## src/rtl/vec_offload_queue.sv

```systemverilog
// Speculative vector-instruction queue between issue and an external vector unit.
// Entries are released only after commit; responses return to scalar writeback one cycle later.
module vec_offload_queue #(
    parameter  int XLEN            = 64,
    parameter  int DEPTH           = 4,
    parameter  int TRANS_ID_W      = 3,
    parameter  int MAX_OUTSTANDING = 4,
    localparam int OW              = $clog2(MAX_OUTSTANDING + 1)
) (
    input  logic                  clk_i,
    input  logic                  rst_ni,
    input  logic                  flush_i,
    input  logic                  issue_valid_i,
    output logic                  issue_ready_o,
    input  logic [31:0]           issue_insn_i,
    input  logic [XLEN-1:0]       issue_rs1_i,
    input  logic [XLEN-1:0]       issue_rs2_i,
    input  logic [TRANS_ID_W-1:0] issue_trans_id_i,
    input  logic                  commit_i,
    input  logic [TRANS_ID_W-1:0] commit_trans_id_i,
    output logic                  vec_req_valid_o,
    input  logic                  vec_req_ready_i,
    output logic [31:0]           vec_req_insn_o,
    output logic [XLEN-1:0]       vec_req_rs1_o,
    output logic [XLEN-1:0]       vec_req_rs2_o,
    output logic [TRANS_ID_W-1:0] vec_req_trans_id_o,
    input  logic                  vec_resp_valid_i,
    input  logic [TRANS_ID_W-1:0] vec_resp_trans_id_i,
    input  logic [XLEN-1:0]       vec_resp_result_i,
    input  logic                  vec_resp_exception_i,
    output logic                  wb_valid_o,
    output logic [TRANS_ID_W-1:0] wb_trans_id_o,
    output logic [XLEN-1:0]       wb_result_o,
    output logic                  wb_exception_o,
    output logic [OW-1:0]         outstanding_o,
    output logic                  busy_o
);

    localparam int AW = $clog2(DEPTH);
    localparam int PW = AW + 1;
    localparam logic [OW-1:0] MAX_OS = OW'(MAX_OUTSTANDING);

    logic [31:0]           r_insn [DEPTH];
    logic [XLEN-1:0]       r_rs1  [DEPTH];
    logic [XLEN-1:0]       r_rs2  [DEPTH];
    logic [TRANS_ID_W-1:0] r_id   [DEPTH];

    logic [PW-1:0] r_wr_ptr, r_cmt_ptr, r_rd_ptr;
    logic [PW-1:0] w_cmt_ptr_next;
    logic [OW-1:0] r_outstanding;

    logic                  r_wb_valid;
    logic [TRANS_ID_W-1:0] r_wb_trans_id;
    logic [XLEN-1:0]       r_wb_result;
    logic                  r_wb_exception;

    logic w_full, w_empty, w_push, w_commit, w_dispatch, w_resp;

    assign w_full  = (r_wr_ptr[AW] != r_rd_ptr[AW]) && (r_wr_ptr[AW-1:0] == r_rd_ptr[AW-1:0]);
    assign w_empty = (r_wr_ptr == r_rd_ptr);

    assign issue_ready_o   = !w_full && !flush_i;
    assign w_push          = issue_valid_i && issue_ready_o;
    assign w_commit        = commit_i && (r_cmt_ptr != r_wr_ptr);
    assign w_cmt_ptr_next  = r_cmt_ptr + PW'(w_commit);
    assign vec_req_valid_o = (r_rd_ptr != r_cmt_ptr) && (r_outstanding < MAX_OS);
    assign w_dispatch      = vec_req_valid_o && vec_req_ready_i;
    // A stray response with nothing in flight is dropped entirely, including its writeback.
    assign w_resp          = vec_resp_valid_i && (r_outstanding != '0);

    assign vec_req_insn_o     = r_insn[r_rd_ptr[AW-1:0]];
    assign vec_req_rs1_o      = r_rs1[r_rd_ptr[AW-1:0]];
    assign vec_req_rs2_o      = r_rs2[r_rd_ptr[AW-1:0]];
    assign vec_req_trans_id_o = r_id[r_rd_ptr[AW-1:0]];

    always_ff @(posedge clk_i) begin
        if (w_push) begin
            r_insn[r_wr_ptr[AW-1:0]] <= issue_insn_i;
            r_rs1[r_wr_ptr[AW-1:0]]  <= issue_rs1_i;
            r_rs2[r_wr_ptr[AW-1:0]]  <= issue_rs2_i;
            r_id[r_wr_ptr[AW-1:0]]   <= issue_trans_id_i;
        end
    end

    always_ff @(posedge clk_i or negedge rst_ni) begin
        if (!rst_ni) begin
            r_wr_ptr      <= '0;
            r_cmt_ptr     <= '0;
            r_rd_ptr      <= '0;
            r_outstanding <= '0;
        end else begin
            r_cmt_ptr <= w_cmt_ptr_next;
            // Flush rewinds to the post-commit pointer so a same-cycle commit survives.
            if (flush_i) begin
                r_wr_ptr <= w_cmt_ptr_next;
            end else if (w_push) begin
                r_wr_ptr <= r_wr_ptr + PW'(1);
            end
            if (w_dispatch) begin
                r_rd_ptr <= r_rd_ptr + PW'(1);
            end
            case ({w_dispatch, w_resp})
                2'b10:   r_outstanding <= r_outstanding + OW'(1);
                2'b01:   r_outstanding <= r_outstanding - OW'(1);
                default: r_outstanding <= r_outstanding;
            endcase
        end
    end

    always_ff @(posedge clk_i or negedge rst_ni) begin
        if (!rst_ni) begin
            r_wb_valid     <= 1'b0;
            r_wb_trans_id  <= '0;
            r_wb_result    <= '0;
            r_wb_exception <= 1'b0;
        end else begin
            r_wb_valid <= w_resp;
            if (w_resp) begin
                r_wb_trans_id  <= vec_resp_trans_id_i;
                r_wb_result    <= vec_resp_result_i;
                r_wb_exception <= vec_resp_exception_i;
            end
        end
    end

    assign wb_valid_o     = r_wb_valid;
    assign wb_trans_id_o  = r_wb_trans_id;
    assign wb_result_o    = r_wb_result;
    assign wb_exception_o = r_wb_exception;
    assign outstanding_o  = r_outstanding;
    assign busy_o         = !w_empty || (r_outstanding != '0);

    a_commit_legal: assert property (@(posedge clk_i) disable iff (!rst_ni)
        commit_i |-> (r_cmt_ptr != r_wr_ptr) && (commit_trans_id_i == r_id[r_cmt_ptr[AW-1:0]]));

    a_resp_legal: assert property (@(posedge clk_i) disable iff (!rst_ni)
        vec_resp_valid_i |-> (r_outstanding != '0));

endmodule

```

## config.mk

```make
export PLATFORM = sky130hd
export DESIGN_NAME = vec_offload_queue
export DESIGN_NICKNAME = d
export VERILOG_FILES = /design/src/rtl/vec_offload_queue.sv
export SDC_FILE = /design/constraint.sdc
export NUM_CORES = 1
export LEC_CHECK = 0
export ABC_CLOCK_PERIOD_IN_PS = 6850
export CORE_UTILIZATION = 63
export CTS_BUF_LIST = sky130_fd_sc_hd__clkbuf_4 sky130_fd_sc_hd__clkbuf_8 sky130_fd_sc_hd__clkbuf_16
export DETAILED_ROUTE_END_ITERATION = 8
export DONT_BUFFER_PORTS = 1
export GPL_TIMING_DRIVEN = 0
export PLACE_DENSITY = 0.79
export SETUP_SLACK_MARGIN = 0.3
export SYNTH_ARGS = -nofsm -noshare
export SYNTH_HDL_FRONTEND = slang
export SYNTH_SLANG_ARGS = --single-unit
export TNS_END_PERCENT = 1
```

## constraint.sdc

```tcl
create_clock -name clk_i -period 6.85 [get_ports clk_i]
set_clock_uncertainty 0.2 [all_clocks]
set_input_delay 1.37 -clock clk_i [delete_from_list [all_inputs] [get_ports clk_i]]
set_output_delay 1.37 -clock clk_i [all_outputs]
set_load 0.05 [all_outputs]
```

==> flow_metrics.tcl <==
set metrics [dict create \
    cts_buffers 72 \
    crit_top_cell "buf_2" \
    cts_root_buf "clkbuf_16" \
    first_pass_iters 5 \
    portBuffers 0 \
    wirelength_mm 58.9 \
    drive_gt1_frac 0.336 \
    ys_types 37 \
    fin_cells 1769 \
    critical-path-max-stage-delay_ps 710 \
    yosys_warnings 0 \
    finalCritPeriodShare 0.642 \
    fmax_ghz 0.227 \
    drv_cap 1 \
    avgSynthCellArea_um2 24.9 \
    first_global_vias 12392 \
    cts_tree "yes" \
    layout_common_cells "edfxtp_1 (652), mux4_2 (163), dfrtp_1 (81)" \
    placeableCoreArea_um2 42100 \
    nNetsFinal 1420 \
    cts_setup_buffers 0 \
    r2r_slack_ps 3820 \
    placedCellCount 1635 \
    dieArea_um2 43800 \
    grt-ovfl-total 0 \
    arrival_ps 2830 \
    wl_per_cell_um 33.3 \
    synthToLayoutAreaGrowth_pct 12.2 \
    status "finished with violations" \
    die_x_um 209 \
    ir_worst_vdd_uv 357 \
    grt_pass1_wl_mm 83.8 \
    rows 75 \
    vias_per_cell 6.58 \
    hold_path_class "in2async" \
    finalSetupTns_ps 0 \
    final_common_cell "edfxtp_1" \
    synth_seq_area_share 0.799 \
    relSlewSlack 0.00535 \
    grt_max_degree 82 \
    drc 0 \
    drt_iter0_drc 967 \
    crit_path_end_kind "primary output" \
    synth_area_um2 27100 \
    grt_usage 0.274 \
    crit_family "buffers and inverters" \
    cp_max_fo 10 \
    grt_antenna_before_repair 5 \
    synth_seq_cells 733 \
    cts_sinks 733 \
    pin_count 479 \
    gp_congestion 0.840 \
    start_kind "register" \
    regToRegStartpoint "r_wr_ptr[1]$_DFFE_PN0P_" \
    syn-num-nets 1337 \
    cp_cell_sequence "buf_2 > clkbuf_1 > buf_2 > mux4_2" \
    finalHoldViolCount 0 \
    ctsResizeCount 0 \
    reg2reg_depth 5 \
    crit_path_top_delay_cell "clkbuf_1" \
    cts_buffer_depth 3 \
    initial_core_util 0.642 \
    rsz0062_at_grt "no" \
    clk_pin_slew_ps 60 \
    tightest_slew_ps 1490 \
    critical_path_class "reg2out" \
    vias 11642 \
    nFillCells 2259 \
    path_buf_inv 3 \
    cts.htree.levels 3 \
    setup_viol 0 \
    p_leak_nw 9.99 \
    hpwlAfterDp_mm 36.2 \
    fp.dieH_um 209 \
    power_density_nw_per_um2 508 \
    crit_required_ps 5280 \
    violations "max-capacitance violations" \
    antenna_left 0 \
    cts_hold_buf 0 \
    clock_latency_ps 600 \
    fin_crit_ps 4400 \
    slew_viol_final 0 \
    timing.rr.end "r_rs2[1][14]$_DFFE_PP_" \
    synth_cells 1087 \
]
[cells in the mapped netlist, drive strengths merged]
cell type | number | share of area
edfxtp | 652 | 0.72
mux4 | 163 | 0.14
dfrtp | 81 | 0.075
mux2 | 69 | 0.030
buf | 46 | 0.014
xor2 | 13 | 0.0042
inv | 10 | 0.0014
ha | 8 | 0.0037
clkbuf | 5 | 0.00069
xnor2 | 5 | 0.0016
and4 | 4 | 0.0013
nor2 | 4 | 0.00055
o311ai | 4 | 0.0013
a31oi | 2 | 0.00046
nand3 | 2 | 0.00037
nand4 | 2 | 0.00046
nor2b | 2 | 0.00046
nor3 | 2 | 0.00055
nor3b | 2 | 0.00055
o31a | 2 | 0.00065
a211oi | 1 | 0.00028
a22oi | 1 | 0.00028
a41oi | 1 | 0.00032
and2b | 1 | 0.00028
fa | 1 | 0.00074
mux2i | 1 | 0.00037
nand2b | 1 | 0.00051
nor4bb | 1 | 0.00037
o31ai | 1 | 0.00028
[metrics by stage]
step	power [W]	setup slack (ps)	area [um2]	utilization	hold WS [ps]
6_report	0.0154	2450	30400	0.721	265
5_1_grt	0.0159	2320	30400	0.721	235
4_1_cts	0.0155	2400	30400	0.721	240
3_5_place_dp	0.0116	2610	28000	0.664	351
3_3_place_gp	0.0116	-2150	27700	0.658	344
2_1_floorplan	0.0107	698	27100	-	314
[per-layer routing]
layer | global-route usage | up-vias | wire [um]
met2 | 0.474 | 639 | 31300
met1 | 0.292 | 6136 | 18800
met5 | 0 | - | 0
met3 | 0.121 | 130 | 6540
li1 | - | 4737 | -
met4 | 0.114 | 0 | 2260
[worst max path at each step]
stage | cells after the start | slack (ps) | startpoint | to
4_1_cts | 4 | 2400 | r_rd_ptr[1]$_DFFE_PN0P_ | vec_req_rs1_o[17]
6_report | 4 | 2450 | r_rd_ptr[1]$_DFFE_PN0P_ | vec_req_rs1_o[17]
5_1_grt | 4 | 2320 | r_rd_ptr[1]$_DFFE_PN0P_ | vec_req_rs1_o[17]
3_5_place_dp | 2 | 2610 | flush_i | issue_ready_o
2_1_floorplan | 3 | 700 | flush_i | r_id[0][0]$_DFFE_PP_
3_3_place_gp | 3 | -2150 | flush_i | r_rs1[0][52]$_DFFE_PP_
[report_power, final]
part           internal, W  switching (W)  leakage [nW]  total (W)
Combinational      0.00144        0.00378          1.95    0.00522
Sequential         0.00554       0.000767          6.86    0.00631
Clock              0.00226        0.00164          1.18    0.00390
[state kept, by name, indices dropped and copies added, names as in the netlist]
register	cells
outstanding_o	3
r_cmt_ptr	3
r_id	12
r_insn	128
r_rd_ptr	3
r_rs1	256
r_rs2	256
r_wr_ptr	3
wb_exception_o	1
wb_result_o	64
wb_trans_id_o	3
wb_valid_o	1
[logic make-up (layout without fill, tap and decap cells)]
| family | after synthesis | in the layout | share of synthesized area |
|---|---|---|---|
| AOI/OAI and AO/OA | 12 | 12 | 0.00356 |
| xor gates and xnor gates | 18 | 18 | 0.00583 |
| adders and majority gates | 9 | 9 | 0.00444 |
| buffers and inverters | 61 | 200 | 0.0161 |
| DFF | 733 | 733 | 0.799 |
| muxes | 233 | 233 | 0.166 |
| other | 0 | 4 | 0 |
| and+or+nand+nor | 21 | 21 | 0.00541 |
[final cells by class]
class / count / area, um2 / area share
inverter: 10 / 37.5 / 0.00124
antenna: 4 / 10.0 / 0.000330
clock inverter: 35 / 343 / 0.0113
clock buffer: 95 / 2030 / 0.0668
timing repair buffer: 9 / 248 / 0.00816
sequential: 733 / 21600 / 0.711
tap: 539 / 674 / 0.0222
multi-input combinational: 293 / 5020 / 0.165
buffer: 51 / 399 / 0.0131
Power figures use the tool's default switching activity.
